**config.mk**
```make
export PLATFORM = sky130hd
export DESIGN_NAME = uart_rx_mmio
export DESIGN_NICKNAME = d
export VERILOG_FILES = /design/src/rtl/uart_rx_mmio_pkg.sv /design/src/rtl/uart_rx_fifo.sv /design/src/rtl/uart_rx_mmio.sv
export SDC_FILE = /design/constraint.sdc
export NUM_CORES = 1
export LEC_CHECK = 0
export ABC_AREA = 0
export CAP_MARGIN = 20
export CORE_ASPECT_RATIO = 0.6
export CORE_UTILIZATION = 35
export CTS_BUF_LIST = sky130_fd_sc_hd__clkbuf_4 sky130_fd_sc_hd__clkbuf_8
export CTS_CLUSTER_DIAMETER = 40
export DETAILED_ROUTE_END_ITERATION = 16
export HOLD_SLACK_MARGIN = 0.05
export PLACE_DENSITY = 0.65
export RECOVER_POWER = 100
export SLEW_MARGIN = 10
export SYNTH_ARGS = -nofsm -noshare
export SYNTH_HDL_FRONTEND = slang
export SYNTH_SLANG_ARGS = --single-unit
```
**constraint.sdc**
```tcl
create_clock -name clk -period 4.6 [get_ports clk]
set_input_delay 1.38 -clock clk [delete_from_list [all_inputs] [get_ports clk]]
set_output_delay 1.38 -clock clk [all_outputs]
set_load 0.02 [all_outputs]
```
**src/rtl/uart_rx_mmio_pkg.sv**
```systemverilog
`default_nettype none
// ============================================================================
// Module      : uart_rx_mmio_pkg
// Description : Shared constants for the UART receiver: status bit indices,
//               deserialiser state encoding and read-data padding width.
//               UART_RX_PARITY_EN adds the PARITY state encoding.
// Revision    : 1.0 - initial release
// ============================================================================
package uart_rx_mmio_pkg;

    localparam int ST_VALID = 0;
    localparam int ST_FULL  = 1;
    localparam int ST_OVR   = 2;
    localparam int ST_FERR  = 3;
    localparam int ST_PERR  = 4;
    localparam int ST_W     = 5;

    localparam int PAD_W    = 24;

    localparam int STATE_W  = 3;
    localparam logic [STATE_W-1:0] S_IDLE   = 3'd0;
    localparam logic [STATE_W-1:0] S_START  = 3'd1;
    localparam logic [STATE_W-1:0] S_DATA   = 3'd2;
    localparam logic [STATE_W-1:0] S_STOP   = 3'd3;
    localparam logic [STATE_W-1:0] S_BREAK  = 3'd4;
`ifdef UART_RX_PARITY_EN
    localparam logic [STATE_W-1:0] S_PARITY = 3'd5;
`endif

    // Start-bit half wait, never zero so tiny divisors still resample.
    function automatic int half_bit(input int clks_per_bit);
        return (clks_per_bit / 2 > 0) ? clks_per_bit / 2 : 1;
    endfunction

endpackage
`default_nettype wire

```
**src/rtl/uart_rx_fifo.sv**
```systemverilog
`default_nettype none
// ============================================================================
// Module      : uart_rx_fifo
// Description : Synchronous FIFO with first-word head output; a push while
//               full is accepted only when a pop frees a slot in that cycle.
// Revision    : 1.0 - initial release
// ============================================================================
module uart_rx_fifo #(
    parameter int DEPTH = 16,
    parameter int WIDTH = 8,
    parameter int CNT_W = $clog2(DEPTH) + 1
) (
    input  logic             clk,
    input  logic             rst,
    input  logic             i_push,
    input  logic [WIDTH-1:0] i_push_data,
    input  logic             i_pop,
    output logic [WIDTH-1:0] o_head,
    output logic [CNT_W-1:0] o_count,
    output logic             o_full,
    output logic             o_empty
);

    localparam int PTR_W = $clog2(DEPTH);
    localparam logic [CNT_W-1:0] c_full_count = CNT_W'(DEPTH);

    logic [WIDTH-1:0] r_mem [DEPTH];
    logic [PTR_W-1:0] r_wr_ptr;
    logic [PTR_W-1:0] r_rd_ptr;
    logic [CNT_W-1:0] r_count;
    logic             w_do_push;
    logic             w_do_pop;

    assign o_full    = (r_count == c_full_count);
    assign o_empty   = (r_count == '0);
    assign o_count   = r_count;
    assign o_head    = r_mem[r_rd_ptr];
    assign w_do_pop  = i_pop & ~o_empty;
    assign w_do_push = i_push & (~o_full | w_do_pop);

    always_ff @(posedge clk or posedge rst) begin
        if (rst) begin
            r_wr_ptr <= '0;
            r_rd_ptr <= '0;
            r_count  <= '0;
        end else begin
            if (w_do_push) r_wr_ptr <= r_wr_ptr + 1'b1;
            if (w_do_pop)  r_rd_ptr <= r_rd_ptr + 1'b1;
            case ({w_do_push, w_do_pop})
                2'b10:   r_count <= r_count + 1'b1;
                2'b01:   r_count <= r_count - 1'b1;
                default: r_count <= r_count;
            endcase
        end
    end

    always_ff @(posedge clk) begin
        if (w_do_push) r_mem[r_wr_ptr] <= i_push_data;
    end

endmodule
`default_nettype wire

```
**src/rtl/uart_rx_mmio.sv**
```systemverilog
`default_nettype none
// ============================================================================
// Module      : uart_rx_mmio
// Description : UART receiver with RX FIFO and zero-latency MMIO read data
//               and status registers. Define UART_RX_PARITY_EN for even parity.
// Revision    : 1.0 - initial release
// ============================================================================
module uart_rx_mmio
    import uart_rx_mmio_pkg::*;
#(
    parameter int CLK_FREQ   = 100_000_000,
    parameter int BAUD       = 115200,
    parameter int FIFO_DEPTH = 16
) (
    input  logic        clk,
    input  logic        rst,
    input  logic        rx,
    input  logic        uart_rx_read_en,
    input  logic        uart_status_read_en,
    output logic [31:0] uart_rx_read_data,
    output logic [31:0] uart_status_read_data
);

    localparam int CLKS_PER_BIT = CLK_FREQ / BAUD;
    localparam int CNT_W        = $clog2(CLKS_PER_BIT + 1);
    localparam int FCNT_W       = $clog2(FIFO_DEPTH) + 1;
    localparam logic [CNT_W-1:0] c_bit_last  = CNT_W'(CLKS_PER_BIT - 1);
    localparam logic [CNT_W-1:0] c_half_last = CNT_W'(half_bit(CLKS_PER_BIT) - 1);

    logic               r_rx_meta, r_rx_sync;
    logic [STATE_W-1:0] r_state, w_state_next;
    logic [CNT_W-1:0]   r_clk_cnt, w_cnt_next;
    logic [2:0]         r_bit_cnt, w_bit_next;
    logic [7:0]         r_shift, w_shift_next;
    logic               r_rd_en_d, r_st_en_d;
    logic               r_ovr, r_ferr;
    logic               w_push, w_pop_req, w_st_clr;
    logic               w_ferr_evt, w_ovr_evt, w_perr_flag;
    logic [7:0]         w_head;
    logic [FCNT_W-1:0]  w_count;
    logic               w_full, w_empty;
    logic [ST_W-1:0]    w_status;
`ifdef UART_RX_PARITY_EN
    logic               r_par_bad, w_par_bad_next;
    logic               r_perr, w_perr_evt;
`endif

    assign w_pop_req = uart_rx_read_en & ~r_rd_en_d;
    assign w_st_clr  = uart_status_read_en & ~r_st_en_d;
    // A pop in the same cycle frees the slot, so only an unpaired push overruns.
    assign w_ovr_evt = w_push & w_full & ~w_pop_req;

    always_comb begin
        w_state_next = r_state;
        w_cnt_next   = r_clk_cnt + 1'b1;
        w_bit_next   = r_bit_cnt;
        w_shift_next = r_shift;
        w_push       = 1'b0;
        w_ferr_evt   = 1'b0;
`ifdef UART_RX_PARITY_EN
        w_par_bad_next = r_par_bad;
        w_perr_evt     = 1'b0;
`endif
        case (r_state)
            S_IDLE: begin
                w_cnt_next = '0;
                w_bit_next = '0;
`ifdef UART_RX_PARITY_EN
                w_par_bad_next = 1'b0;
`endif
                if (!r_rx_sync) w_state_next = S_START;
            end
            S_START: begin
                if (r_clk_cnt == c_half_last) begin
                    w_cnt_next   = '0;
                    w_state_next = r_rx_sync ? S_IDLE : S_DATA;
                end
            end
            S_DATA: begin
                if (r_clk_cnt == c_bit_last) begin
                    w_cnt_next   = '0;
                    w_shift_next = {r_rx_sync, r_shift[7:1]};
                    w_bit_next   = r_bit_cnt + 3'd1;
`ifdef UART_RX_PARITY_EN
                    if (r_bit_cnt == 3'd7) w_state_next = S_PARITY;
`else
                    if (r_bit_cnt == 3'd7) w_state_next = S_STOP;
`endif
                end
            end
`ifdef UART_RX_PARITY_EN
            S_PARITY: begin
                if (r_clk_cnt == c_bit_last) begin
                    w_cnt_next     = '0;
                    w_par_bad_next = (r_rx_sync != ^r_shift);
                    w_perr_evt     = w_par_bad_next;
                    w_state_next   = S_STOP;
                end
            end
`endif
            S_STOP: begin
                if (r_clk_cnt == c_bit_last) begin
                    w_cnt_next = '0;
                    if (r_rx_sync) begin
`ifdef UART_RX_PARITY_EN
                        w_push = ~r_par_bad;
`else
                        w_push = 1'b1;
`endif
                        w_state_next = S_IDLE;
                    end else begin
                        w_ferr_evt   = 1'b1;
                        w_state_next = S_BREAK;
                    end
                end
            end
            S_BREAK: begin
                w_cnt_next = '0;
                if (r_rx_sync) w_state_next = S_IDLE;
            end
            default: begin
                w_cnt_next   = '0;
                w_state_next = S_IDLE;
            end
        endcase
    end

    always_ff @(posedge clk or posedge rst) begin
        if (rst) begin
            r_rx_meta <= 1'b1;
            r_rx_sync <= 1'b1;
            r_state   <= S_IDLE;
            r_clk_cnt <= '0;
            r_bit_cnt <= '0;
            r_shift   <= '0;
            r_rd_en_d <= 1'b0;
            r_st_en_d <= 1'b0;
            r_ovr     <= 1'b0;
            r_ferr    <= 1'b0;
        end else begin
            r_rx_meta <= rx;
            r_rx_sync <= r_rx_meta;
            r_state   <= w_state_next;
            r_clk_cnt <= w_cnt_next;
            r_bit_cnt <= w_bit_next;
            r_shift   <= w_shift_next;
            r_rd_en_d <= uart_rx_read_en;
            r_st_en_d <= uart_status_read_en;
            // An error event in the clear cycle keeps its flag set.
            r_ovr     <= w_ovr_evt  | (r_ovr  & ~w_st_clr);
            r_ferr    <= w_ferr_evt | (r_ferr & ~w_st_clr);
        end
    end

`ifdef UART_RX_PARITY_EN
    always_ff @(posedge clk or posedge rst) begin
        if (rst) begin
            r_par_bad <= 1'b0;
            r_perr    <= 1'b0;
        end else begin
            r_par_bad <= w_par_bad_next;
            r_perr    <= w_perr_evt | (r_perr & ~w_st_clr);
        end
    end
    assign w_perr_flag = r_perr;
`else
    assign w_perr_flag = 1'b0;
`endif

    uart_rx_fifo #(
        .DEPTH (FIFO_DEPTH),
        .WIDTH (8),
        .CNT_W (FCNT_W)
    ) u_fifo (
        .clk         (clk),
        .rst         (rst),
        .i_push      (w_push),
        .i_push_data (r_shift),
        .i_pop       (w_pop_req),
        .o_head      (w_head),
        .o_count     (w_count),
        .o_full      (w_full),
        .o_empty     (w_empty)
    );

    always_comb begin
        w_status           = '0;
        w_status[ST_VALID] = (w_count != '0);
        w_status[ST_FULL]  = w_full;
        w_status[ST_OVR]   = r_ovr;
        w_status[ST_FERR]  = r_ferr;
        w_status[ST_PERR]  = w_perr_flag;
    end

    assign uart_status_read_data = {{(32 - ST_W){1'b0}}, w_status};
    assign uart_rx_read_data     = w_empty ? 32'd0 : {{PAD_W{1'b0}}, w_head};

endmodule
`default_nettype wire
```
---- Yosys cells after proc, flatten, opt, wreduce, memory -nomap -nowiden ----
Memories as Yosys holds them, arrays and structs flattened.
Cells that the tools add are included.
Widths: inputs -> output; s select.
storage, ports and cells
  memories kept ........................... 1
  word-level logic and storage cells ...... 86
  register bits after elaboration ......... 43
  bits in writable memories ............... 128
  output and inout bits ................... 64
memory list
  name          depth  width  rd ports  clocked after memory_dff  wr ports  RTL line            RTL
  u_fifo.r_mem  16     8      1         0                         1         uart_rx_fifo.sv:27  logic [WIDTH-1:0] r_mem [DEPTH];
operators by class
  eq/ne operators ......................... 16
  add/sub/neg operators ................... 6
  bitwise gates (word level) .............. 17
  reduce and logical (&&, ||, !) cells .... 9
  mux-type cells .......................... 24
operators by type and width
  kind                   number
  $mux 3                 8
  $mux 10                2
  $pmux 10 s2            1
  $pmux 3 s5             1
  $ne 2x2->1 const B     6
  $add 10x1->10 const B  1
  $eq 10x10->1 const B   1
  $eq 10x9->1 const B    1
  $pmux 5 s2             1
  $add 4x1->4 const B    2
  $and 1x1->1            8
  $mux 1                 8
  $mux 8                 1
  $eq 3x2->1 const B     2
  $eq 3x3->1 const B     2
  $not 1->1              6
  $pmux 3 s2             1
  $reduce_and 6->1       1
  $add 5x1->5 const B    1
  $eq 5x5->1 const B     1
  $logic_not 5->1        1
  $reduce_bool 5->1      1
  $sub 5x1->5 const B    1
  $reduce_and 2->1       2
  9 further kinds        12

---- Depth between registers and ports, before layout ----
Gate-level depths: netlist of the first run.
  depth after elaboration ................. 7
  gate-level depth with buffers ........... 12

---- Modules after synthesis ----
A second synthesis of the first run with hierarchy kept.
second synthesis, totals
  cell total of the unflattened synthesis .. 488
  area, all modules ....................... 7622.3 um^2
modules (own cells, without submodules)
  module        cells each  instances  area an instance (um^2)  seq. area each (um^2)
  uart_rx_fifo  298         1          5754.3                   4169.0
  uart_rx_mmio  190         1          1868.0                   753.2

---- Worst setup path after synthesis of the first run ----
No wires, ideal clock.
  path type ............................... in2reg
  start point ............................. in uart_rx_read_en
  end point ............................... reg u_fifo.r_count[4], in the netlist u_fifo.o_count[4]
  path slack .............................. 0.948 ns
  data required time ...................... 4.470 ns
  cell stages on the path ................. 11
  buffers on the path ..................... 1
  data arrival time ....................... 3.522 ns
  cell sequence ........................... nand2b_1 -> nand3_1 -> nand3_1 -> ha_1 -> clkbuf_1 -> xor2_1 -> ha_1 -> or3_1 -> a2111oi_0 -> nor4_1 -> xnor2_1
between the ends
  cells in the longest elaborated chain, start to end .. 6
  elaborated cells on any way between the ends .. 8
  classes of those cells .................. 2 x eq/ne; 1 x mux; 4 x bitwise; 1 x reduce/logical
ends and longest elaborated chain
  what                                                    RTL line            RTL
  start: declaration                                      uart_rx_mmio.sv:18  input logic uart_rx_read_en,
  $and 1x1->1 *                                           uart_rx_mmio.sv:48  assign w_pop_req = uart_rx_read_en & ~r_rd_en_d;
  $and 1x1->1 *                                           uart_rx_fifo.sv:38  assign w_do_pop = i_pop & ~o_empty;
  $or 1x1->1                                              uart_rx_fifo.sv:39  assign w_do_push = i_push & (~o_full | w_do_pop);
  $and 1x1->1                                             uart_rx_fifo.sv:39
  $eq 2x1->1 / $eq 2x2->1 (equally long branches)         uart_rx_fifo.sv:49  case ({w_do_push, w_do_pop})
  $pmux 5 s2 / $reduce_bool 2->1 (equally long branches)  --
  end signal: assignment                                  uart_rx_fifo.sv:50  2'b10: r_count <= r_count + 1'b1;
  end signal: assignment                                  uart_rx_fifo.sv:51  2'b01: r_count <= r_count - 1'b1;
  end signal: assignment                                  uart_rx_fifo.sv:52  default: r_count <= r_count;
  end: declaration                                        uart_rx_fifo.sv:30  logic [CNT_W-1:0] r_count;
Every way passes the cells marked *; elsewhere a longest branch is shown, timed or not.
A chain may end at the register's enable or synchronous reset.

---- Final worst setup path of the first run ----
  start point ............................. reg u_fifo.r_rd_ptr[0]
  end point ............................... out uart_rx_read_data[2]
between the ends
  cells in the longest elaborated chain, start to end .. 2
ends and longest elaborated chain
  what                      RTL line             RTL
  start: declaration        uart_rx_fifo.sv:29   logic [PTR_W-1:0] r_rd_ptr;
  start signal: assignment  uart_rx_fifo.sv:48   if (w_do_pop) r_rd_ptr <= r_rd_ptr + 1'b1;
  $mem_v2 16x8              --
  $mux 8                    uart_rx_mmio.sv:196  assign uart_rx_read_data = w_empty ? 32'd0 : {{PAD_W{1'b0}}, w_head};
  end: declaration          uart_rx_mmio.sv:20   output logic [31:0] uart_rx_read_data,
Every way passes these cells.

==> qor.yml, run 1 <==
outcome:
  outcome: "finished, violations left"
  violations: "max-capacitance violations, max-slew violations"
pwr:
  p_switching_mw: 1.005
  combPwrFrac_pct: 15.6
  pwr-share-seq_pct: 53.1
  powerDensity_nw_per_um2: 411.2
  p_leak_nw: 3.245
  p_clk_share_pct: 31.3
  peakVddDrop_mv: 0.2010
  power.internal_mw: 2.381
  p_sw_share_pct: 29.67
cells_and_area:
  diodes: 0
  syn2layout_area_growth_pct: 8.508
  fin_nets: 520
  drive_gt1_share_pct: 17.28
timing:
  rsz0062_at_grt: "false"
  period_share_pct: 95.64
  fin_skew_ps: 20.42
  period_minus_slack_ps: 4399
  setup_ws_ps: 200.8
  finalSetupViolCount: 0
  hold_viol: 0
  slew_headroom_pct: -56.63
  tns_ps: 0
  max_freq_mhz: 227.3
  worst_pin_slew_ps: 2350
  slew_violations: 44
detailed_routing:
  via_per_inst: 4.856
  drc: 0
  wl_mm: 14.55
  dr.pass1.iters: 5
  vias: 3856
  ant_nets: 0
  drt_iter0_drc: 395
  wire_per_inst_um: 18.33
placed_design:
  portBuffers: 16
  dp_hpwl_mm: 9.764
  gp_congestion: 0.8168
  dp_slack_ps: 391.2
clock_tree:
  numCtsBuffers: 17
  cts.clk_slew.worst_paths_ps: 100
  clkLatencyLatePin_ps: 460
  htree_levels: 4
  cts_tree: "yes"
  cts_hold_buffers: 0
  cts.sinks: 171
  cts_resized: 0
  clockBufferDepth: 2
  root_buffer: "clkbuf_8"
  cts_setup_buffers: 0
synth:
  synth_area_per_cell_um2: 16.04
  ys_seq_area_share_pct: 64.86
  synth_area_um2: 7589
  yosysWarningCount: 0
  synthArstFlopShare_pct: 25.15
  synth_ff_type: "edfxtp_1"
  yosys-top-cells-area: "edfxtp_1 (51%), dfrtp_1 (14%), mux4_2 (9.5%)"
  synthCells: 473
  synth_top_area_cell: "edfxtp_1"
  synth_edf_count: 128
  yosysMostFrequentCell: "edfxtp_1"
  ys_types: 52
  synth_top_area_share_pct: 50.65
  synthTopCellsByCount: "edfxtp_1 (128), buf_4 (56), dfrtp_1 (41), mux4_2 (32), nor2_1 (29)"
  synth_seq_cells: 171
setup_path:
  worst-endpoint-arrival_ps: 3020
  cp_max_fo: 15
  rrSetupSlack_ps: 840
  cp.required_ps: 3220
  crit_type: "reg2out"
  worst_setup_path_end_kind: "output port"
  crit_chain: "buf_4 > mux4_2 > mux2i_1 > o22ai_1 > dlygate4sd3_1"
  crit_slowest_cell: "dlygate4sd3_1"
  critPathLaunchType: "flip-flop"
  timing.critical_path.slowest_cell_delay_ps: 700
run:
  drv_cap: 1
global_routing:
  grt_pass1_vias: 3940
  antenna_found_initial: 0
  grt_start_max_net_pins: 44
  grt_usage_pct: 14.36
  grt_pass1_wl_mm: 23.03
  grt_overflow_total: 0
floorplan:
  ios: 69
  die_h_um: 116.1
  rows: 41
  core_um2: 21140
  dieArea_um2: 22290
  die_x_um: 192.1
  start_util_pct: 35.90
hold_path:
  hold_path_class: "reg2reg"
[worst max-delay path: cells and delay by family, from the launching register on]
family / cells / cell delay [ps]
compound gates: 1 / 180
flops: 1 / 690
mux: 2 / 720
buf+inv: 2 / 970
[power groups by stage]
stage	clock (mW)	sequential, mW	combinational, mW
final	1.06	1.80	0.527
after global routing	1.15	1.82	0.581
after CTS	1.08	1.80	0.539
after detailed placement	0	1.84	0.537
after global placement	0	1.83	0.526
after floorplan	0	1.75	0.506
[final timing paths]
path | start | depth (start not counted) | end
setup / recovery | u_fifo.r_rd_ptr[0]$_DFFE_PP0P_ | 5 | uart_rx_read_data[2]
hold / removal | r_rx_meta$_DFF_PP1_ | 0 | r_rx_sync$_DFF_PP1_
setup reg to reg | r_clk_cnt[0]$_DFF_PP0_ | 12 | u_fifo.o_count[4]$_DFFE_PP0P_
hold reg to reg | r_rx_meta$_DFF_PP1_ | 0 | r_rx_sync$_DFF_PP1_
max in group asynchronous | rst | 3 | u_fifo.r_rd_ptr[0]$_DFFE_PP0P_
min in group asynchronous | rst | 3 | u_fifo.o_count[4]$_DFFE_PP0P_
[cell families (layout without fill, tap and decap cells)]
logic type               count (synthesis)  in the layout  share of synthesized area, %
buffers and inverters                   85             76                         7.222
other                                    1             52                       0.04942
XOR/XNOR                                19             19                         2.193
flip-flops                             171            171                         64.86
AND/OR/NAND/NOR                         92             92                         7.140
adder cells (fa/ha/maj)                 13             13                         2.143
AO/OA/AOI/OAI                           31             31                         2.869
multiplexers                            61             61                         13.52
[registers in the layout, indices dropped and copies added, names as in the netlist]
register	count
r_shift	8
r_ferr	1
r_st_en_d	1
u_fifo.r_rd_ptr	4
r_ovr	1
r_rx_sync	1
r_state	3
r_rd_en_d	1
r_clk_cnt	10
u_fifo.o_count	5
r_rx_meta	1
u_fifo.r_wr_ptr	4
r_bit_cnt	3
u_fifo.r_mem	128
[per-stage QoR]
step	util (%)	std cells	cell area [um^2]	total power, mW	hold WS, ps
6_report	38.96	794	8234	3.386	360.1
5_1_grt	38.96	794	8234	3.543	367.6
4_1_cts	39.34	794	8314	3.417	360.7
3_5_place_dp	37.45	762	7915	2.374	347.0
3_3_place_gp	37.45	762	7915	2.358	346.2
2_1_floorplan	-	524	7780	2.255	345.2
[layout by cell type (no fill, tap or decap), drive strengths merged, types with 3 or more instances in the layout]
| cell type | n |
|---|---|
| xnor2 | 13 |
| nand2 | 10 |
| mux4 | 32 |
| nor3 | 8 |
| dfrtp | 41 |
| nor2 | 29 |
| inv | 20 |
| and3 | 4 |
| ha | 13 |
| buf | 5 |
| clkinv | 4 |
| a21oi | 5 |
| nand2b | 8 |
| mux2 | 12 |
| conb | 52 |
| nand4 | 8 |
| nor4 | 3 |
| nand3 | 7 |
| mux2i | 17 |
| clkbuf | 30 |
| o21ai | 6 |
| clkdlybuf4s50 | 7 |
| edfxtp | 128 |
| o22ai | 9 |
| dlygate4sd3 | 9 |
| xor2 | 6 |
[area by class of cell]
cell class	instances	area, um^2
Clock buffer	17	234.0
Clock inverter	15	165.2
Fill cell	1927	12900
Inverter	10	37.54
Multi-Input combinational cell	268	2275
Sequential cell	171	4923
Tap cell	279	349.1
Timing Repair Buffer	34	250.2
[routing by layer]
metal	part of all wire [%]	global-route usage [%]
met5	0	0
met4	0.99	4.409
met2	45	21.37
met3	5.0	2.877
met1	49	21.21
(Power assumes the default switching activity.)
==> run 2, diff against run 1 <==
--- a/config.mk
+++ b/config.mk
@@ -7,13 +7,15 @@
 export LEC_CHECK = 0
 export ABC_AREA = 0
 export CAP_MARGIN = 20
+export CELL_PAD_IN_SITES_DETAIL_PLACEMENT = 0
+export CELL_PAD_IN_SITES_GLOBAL_PLACEMENT = 1
 export CORE_ASPECT_RATIO = 0.6
 export CORE_UTILIZATION = 35
-export CTS_BUF_LIST = sky130_fd_sc_hd__clkbuf_4 sky130_fd_sc_hd__clkbuf_8
+export CTS_BUF_LIST = sky130_fd_sc_hd__clkbuf_8
 export CTS_CLUSTER_DIAMETER = 40
 export DETAILED_ROUTE_END_ITERATION = 16
 export HOLD_SLACK_MARGIN = 0.05
-export PLACE_DENSITY = 0.65
+export PLACE_DENSITY = 0.72
 export RECOVER_POWER = 100
 export SLEW_MARGIN = 10
 export SYNTH_ARGS = -nofsm -noshare
==> run 2 against run 1 <==
  * Utilization fell by 0.14 points
  * Global-route usage fell by 0.89 points
  * Critical path type unchanged
  * Routed wire length fell by 3.6%
  * Count of clock-buffer cells in the layout did not move
  * Hold slack better by 5.4 ps
  * Sequential power is 3% lower
  * Register-to-register slack got worse by 90 ps
  * Die area stayed put
  * The flow now finishes without violations
  * Maximum frequency is 1.4% higher
  * Flip-flop and latch count did not move
  * First-iteration DRC count shrank 11%
==> qor.yml, run 2 (synthesis gave the netlist of run 1 again) <==
timing:
  max_freq_mhz: 230.4
  finalSetupViolCount: 0
  worst_pin_slew_ps: 1309
  slew_headroom_pct: 12.71
  hold_viol: 0
  period_minus_slack_ps: 4340
  period_share_pct: 94.35
  fin_skew_ps: 12.71
  slew_violations: 0
  rsz0062_at_grt: "false"
  tns_ps: 0
cells_and_area:
  final_common_cell: "edfxtp_1"
  fin_nets: 521
  top_regs: "u_fifo.r_mem: 128 flops, r_clk_cnt: 10 flops, r_shift: 8 flops"
  syn2layout_area_growth_pct: 8.112
  largest_register_ff_count: 128
  top_register: "u_fifo.r_mem"
  drive_gt1_share_pct: 16.86
  final_cell_count_no_fill: 795
  diodes: 0
  layout_common_cells: "edfxtp_1 (128), conb_1 (52), dfrtp_1 (40), mux4_2 (32), nor2_1 (29)"
  fillers: 1957
clock_tree:
  cts.sinks: 171
  htree_levels: 4
  cts_setup_buffers: 0
  root_buffer: "clkbuf_8"
  cts.clk_slew.worst_paths_ps: 90
  cts_resized: 0
  cts_tree: "yes"
  numCtsBuffers: 17
  clockBufferDepth: 2
  clkLatencyLatePin_ps: 450
  cts_hold_buffers: 0
detailed_routing:
  dr.pass1.iters: 5
  wl_mm: 14.03
  wire_per_inst_um: 17.65
  ant_nets: 0
  vias: 3893
  drt_iter0_drc: 353
  drc: 0
  via_per_inst: 4.897
setup_path:
  worst_setup_path_end_kind: "output port"
  timing.critical_path.slowest_cell_delay_ps: 670
  crit_type: "reg2out"
  cp.required_ps: 3220
  reg2reg_depth: 12
  crit_slowest_cell: "dlygate4sd3_1"
  worst-endpoint-arrival_ps: 2960
  cp_max_fo: 8
  rrSetupSlack_ps: 750
  critPathBufInv: 1
  timing.rr.end: "u_fifo.o_count[4]$_DFFE_PP0P_"
  reg2reg_from: "r_clk_cnt[0]$_DFF_PP0_"
  crit_chain: "nor4_1 > nand2_1 > nand2b_1 > o22ai_1 > dlygate4sd3_1"
  cp_top_family: "simple AND/OR/NAND/NOR gates"
  critPathLaunchType: "flip-flop"
global_routing:
  antenna_found_initial: 0
  grt_start_max_net_pins: 36
  grt_pass1_vias: 3918
  grt_overflow_total: 0
  grt_pass1_wl_mm: 21.91
  grt_usage_pct: 13.47
floorplan:
  start_util_pct: 35.90
  rows: 41
  core_um2: 21140
  die_h_um: 116.1
  dieArea_um2: 22290
  die_x_um: 192.1
  ios: 69
placed_design:
  portBuffers: 16
  gp_congestion: 0.7731
  dp_hpwl_mm: 9.452
  dp_cells: 763
outcome:
  outcome: "finished, final reports clean"
hold_path:
  worstHoldPathCells: 0
  worstHoldStart: "r_rx_meta$_DFF_PP1_"
  hold_path_class: "reg2reg"
  worstHoldEndpoint: "r_rx_sync$_DFF_PP1_"
run:
  drv_cap: 0
pwr:
  peakVddDrop_mv: 0.2272
  p_leak_nw: 3.211
  powerDensity_nw_per_um2: 402.2
-- run 2: cell count changes in the layout (fill, tap and decap cells not counted), sizes merged --
| cell | delta |
|---|---|
| inv | -2 |
| buf | -2 |
| clkinvlp | +3 |
| clkbuf | +3 |
| bufinv | -1 |
-- run 2: final cells by class --
type / count / area [um^2] / share of cell area [%]
Tap cell: 279 / 349.1 / 4.255
Inverter: 10 / 37.54 / 0.4575
Clock buffer: 17 / 234.0 / 2.852
Timing Repair Buffer: 35 / 255.2 / 3.111
Multi-Input combinational cell: 268 / 2275 / 27.73
Clock inverter: 15 / 130.1 / 1.586
Sequential cell: 171 / 4923 / 60.01
-- run 2: worst max path at each step --
stage / startpoint / endpoint / slack (ps) / cells past startpoint
after CTS: u_fifo.o_count[1]$_DFFE_PP0P_ / uart_rx_read_data[7] / 260 / 5
final: u_fifo.o_count[1]$_DFFE_PP0P_ / uart_rx_read_data[6] / 260 / 5
after floorplan: uart_rx_read_en / u_fifo.o_count[4]$_DFFE_PP0P_ / 950 / 11
after global placement: uart_rx_read_en / u_fifo.o_count[4]$_DFFE_PP0P_ / 470 / 11
after global routing: u_fifo.o_count[1]$_DFFE_PP0P_ / uart_rx_read_data[6] / 60 / 5
after detailed placement: uart_rx_read_en / u_fifo.o_count[4]$_DFFE_PP0P_ / 400 / 11
-- run 2: layer usage --
| metal | GRT usage [%] | routed length (um) | up-vias |
|---|---|---|---|
| met2 | 20.75 | 6323 | 112 |
| met4 | 4.777 | 148 | 0 |
| met5 | 0 | 0 | - |
| met1 | 19.39 | 6893 | 2016 |
| li1 | - | - | 1752 |
| met3 | 2.211 | 664 | 13 |
-- run 2: metrics by stage --
| step | hold slack [ps] | power [mW] | util [%] | worst slack (ps) | instance area [um^2] |
|---|---|---|---|---|---|
| 2_1_floorplan | 345.2 | 2.255 | - | 948.2 | 7780 |
| 3_3_place_gp | 347.8 | 2.344 | 37.54 | 474.1 | 7935 |
| 3_5_place_dp | 355.6 | 2.365 | 37.54 | 403.6 | 7935 |
| 4_1_cts | 369.3 | 3.337 | 39.27 | 257.4 | 8299 |
| 5_1_grt | 368.6 | 3.450 | 38.82 | 62.25 | 8204 |
| 6_report | 365.6 | 3.300 | 38.82 | 259.9 | 8204 |
-- run 2: worst reg2reg max path, cell delays in order (launching register included) --
cell	delay, ps
dfrtp_1	420
ha_1	270
nand4bb_1	250
nor4_4	300
clkbuf_1	360
nand3_1	280
ha_1	390
xor2_1	190
ha_1	240
or3_1	340
a2111oi_0	420
nor4_1	140
xnor2_1	140
-- run 2: power by group --
| part | switching [mW] | internal (mW) |
|---|---|---|
| Combinational | 0.325 | 0.240 |
| Sequential | 0.0687 | 1.68 |
| Clock | 0.589 | 0.394 |
| Total | 0.983 | 2.32 |
==> run 3, diff against run 2 <==
--- a/config.mk
+++ b/config.mk
@@ -14,6 +14,7 @@
 export CTS_BUF_LIST = sky130_fd_sc_hd__clkbuf_8
 export CTS_CLUSTER_DIAMETER = 40
 export DETAILED_ROUTE_END_ITERATION = 16
+export GPL_TIMING_DRIVEN = 0
 export HOLD_SLACK_MARGIN = 0.05
 export PLACE_DENSITY = 0.72
 export RECOVER_POWER = 100
==> run 3 against run 2 <==
  * The run now ends with max-capacitance violations, max-slew violations left
  * First-iteration DRC count increased by 9.3%
  * Hold slack got worse by 4.3 ps
  * Die area unchanged
  * Sequential share of layout area decreased by 3.2 points
  * Clock skew increased by 10 ps
  * Sequential power about the same
  * Routed wire length increased by 6.2%
==> qor.yml, run 3 (synthesis gave the netlist of run 1 again) <==
timing:
  setup_ws_ps: 186.3
  period_share_pct: 95.95
  finalSetupViolCount: 0
  max_freq_mhz: 226.6
  hold_viol: 0
  period_minus_slack_ps: 4414
  fin_skew_ps: 23.04
  worst_pin_slew_ps: 2174
  tns_ps: 0
  rsz0062_at_grt: "false"
  slew_violations: 40
  fin_hold_ws_ps: 361.2
  slew_headroom_pct: -44.91
detailed_routing:
  dr.pass1.iters: 4
  drc: 0
  vias: 4052
  ant_nets: 0
  wire_per_inst_um: 17.40
  drt_iter0_drc: 386
  wl_mm: 14.90
  via_per_inst: 4.734
clock_tree:
  cts.clk_slew.worst_paths_ps: 90
  clkLatencyLatePin_ps: 450
  clockBufferDepth: 2
  cts.sinks: 171
  htree_levels: 4
  root_buffer: "clkbuf_8"
  numCtsBuffers: 17
  cts_tree: "yes"
  cts_hold_buffers: 0
  cts_setup_buffers: 0
cells_and_area:
  finalInstanceArea_um2: 8662
  largest_register_ff_count: 128
  syn2layout_area_growth_pct: 14.15
  layout_common_cells: "edfxtp_1 (128), buf_4 (57), conb_1 (52), dfrtp_1 (41), mux4_2 (32)"
  top_register: "u_fifo.r_mem"
  final_cell_count_no_fill: 856
  top_regs: "u_fifo.r_mem: 128 flops, r_clk_cnt: 10 flops, r_shift: 8 flops"
  diodes: 0
  final_common_cell: "edfxtp_1"
  fin_nets: 582
  utilization_pct: 40.98
  drive_gt1_share_pct: 25.30
setup_path:
  timing.rr.end: "u_fifo.o_count[4]$_DFFE_PP0P_"
  crit_end: "uart_rx_read_data[7]"
  rrSetupSlack_ps: 480
  critPathLaunchType: "flip-flop"
  worst_setup_path_end_kind: "output port"
  critPathBufInv: 3
  reg2reg_depth: 12
  cp_max_fo: 10
  crit_type: "reg2out"
  cp.depth: 5
  worst-endpoint-arrival_ps: 3030
  crit_path_start: "u_fifo.r_rd_ptr[3]$_DFFE_PP0P_"
  cp.required_ps: 3220
  reg2reg_from: "r_clk_cnt[0]$_DFF_PP0_"
  cp_top_family: "buffers and inverters"
  crit_top_cell: "clkbuf_1"
  timing.critical_path.slowest_cell_delay_ps: 670
  crit_slowest_cell: "clkbuf_1"
  crit_chain: "clkbuf_1 > clkbuf_1 > mux2i_1 > o22ai_1 > clkdlybuf4s50_1"
floorplan:
  die_x_um: 192.1
  ios: 69
  die_h_um: 116.1
  core_um2: 21140
  start_util_pct: 35.90
  dieArea_um2: 22290
  rows: 41
global_routing:
  grt_start_max_net_pins: 40
  grt_pass1_vias: 4064
  grt_usage_pct: 14.19
  antenna_found_initial: 0
  grt_overflow_total: 0
  grt_pass1_wl_mm: 23.09
placed_design:
  dp_cells: 824
  gp_congestion: 0.7614
  dp_slack_ps: -38.17
  placed_area_um2: 8329
  dp_hpwl_mm: 10.63
  portBuffers: 16
run:
  drv_cap: 1
pwr:
  p_leak_nw: 3.551
  p_total_mw: 3.403
  powerDensity_nw_per_um2: 392.8
  peakVddDrop_mv: 0.2434
outcome:
  violations: "max-capacitance violations, max-slew violations"
  outcome: "finished, violations left"
hold_path:
  hold_path_class: "reg2reg"
run 3: changes by cell type in the layout (fill, tap and decap cells not counted), moves of 2 or more:
| cell | change |
|---|---|
| buf_4 | +55 |
| clkbuf_2 | +3 |
| clkinv_2 | +3 |
| inv_6 | -3 |
| inv_8 | -3 |
| buf_1 | +2 |
| bufinv_16 | +2 |
| clkinvlp_4 | -2 |
run 3: cell type report:
type | count | area [um^2]
clock buffers | 17 | 234.0
well taps | 279 | 349.1
multi-input cells | 268 | 2281
flip-flops and latches | 171 | 4922
clock inverters | 15 | 147.6
plain buffers | 75 | 511.7
repair buffers | 21 | 178.9
fillers | 1951 | 12470
inverters | 10 | 37.54
run 3: how the worst min path moves through the flow:
stage,from,endpoint,slack [ps],cells past startpoint
2_1_floorplan,r_rx_meta$_DFF_PP1_,r_rx_sync$_DFF_PP1_,350,0
3_3_place_gp,r_rx_meta$_DFF_PP1_,r_rx_sync$_DFF_PP1_,350,0
3_5_place_dp,r_rx_meta$_DFF_PP1_,r_rx_sync$_DFF_PP1_,350,0
4_1_cts,r_rx_meta$_DFF_PP1_,r_rx_sync$_DFF_PP1_,360,0
5_1_grt,r_rx_meta$_DFF_PP1_,r_rx_sync$_DFF_PP1_,360,0
6_report,r_rx_meta$_DFF_PP1_,r_rx_sync$_DFF_PP1_,360,0
run 3: metal layers:
metal | share of wire [%] | wire length, um | global-route usage [%]
met5 | 0 | 0 | 0
met4 | 0.81 | 120 | 3.990
met3 | 6.8 | 1008 | 3.089
met2 | 45 | 6661 | 21.13
met1 | 48 | 7106 | 20.90
run 3: power breakdown:
group	total, mW	internal [mW]	leakage [nW]	switching, mW
clock network	1.03	0.482	0.192	0.545
registers	1.73	1.68	2.04	0.0503
logic	0.644	0.275	1.32	0.369
total	3.40	2.44	3.55	0.964
run 3: repair_timing:
action,CTS,global route
hold endpoints to repair,0,0
resized for setup,4,2
endpoints found under the setup margin,7,2
run 3: worst register-to-register path, cell delays in order (launching register included):
cell and delay (ps):
dfrtp_1 430, ha_1 300, nand4bb_1 260, nor4_4 620
nand3_1 340, ha_1 310, clkbuf_1 220, xor2_1 190
ha_1 240, or3_1 340, a2111oi_0 440, nor4_1 150
xnor2_1 140
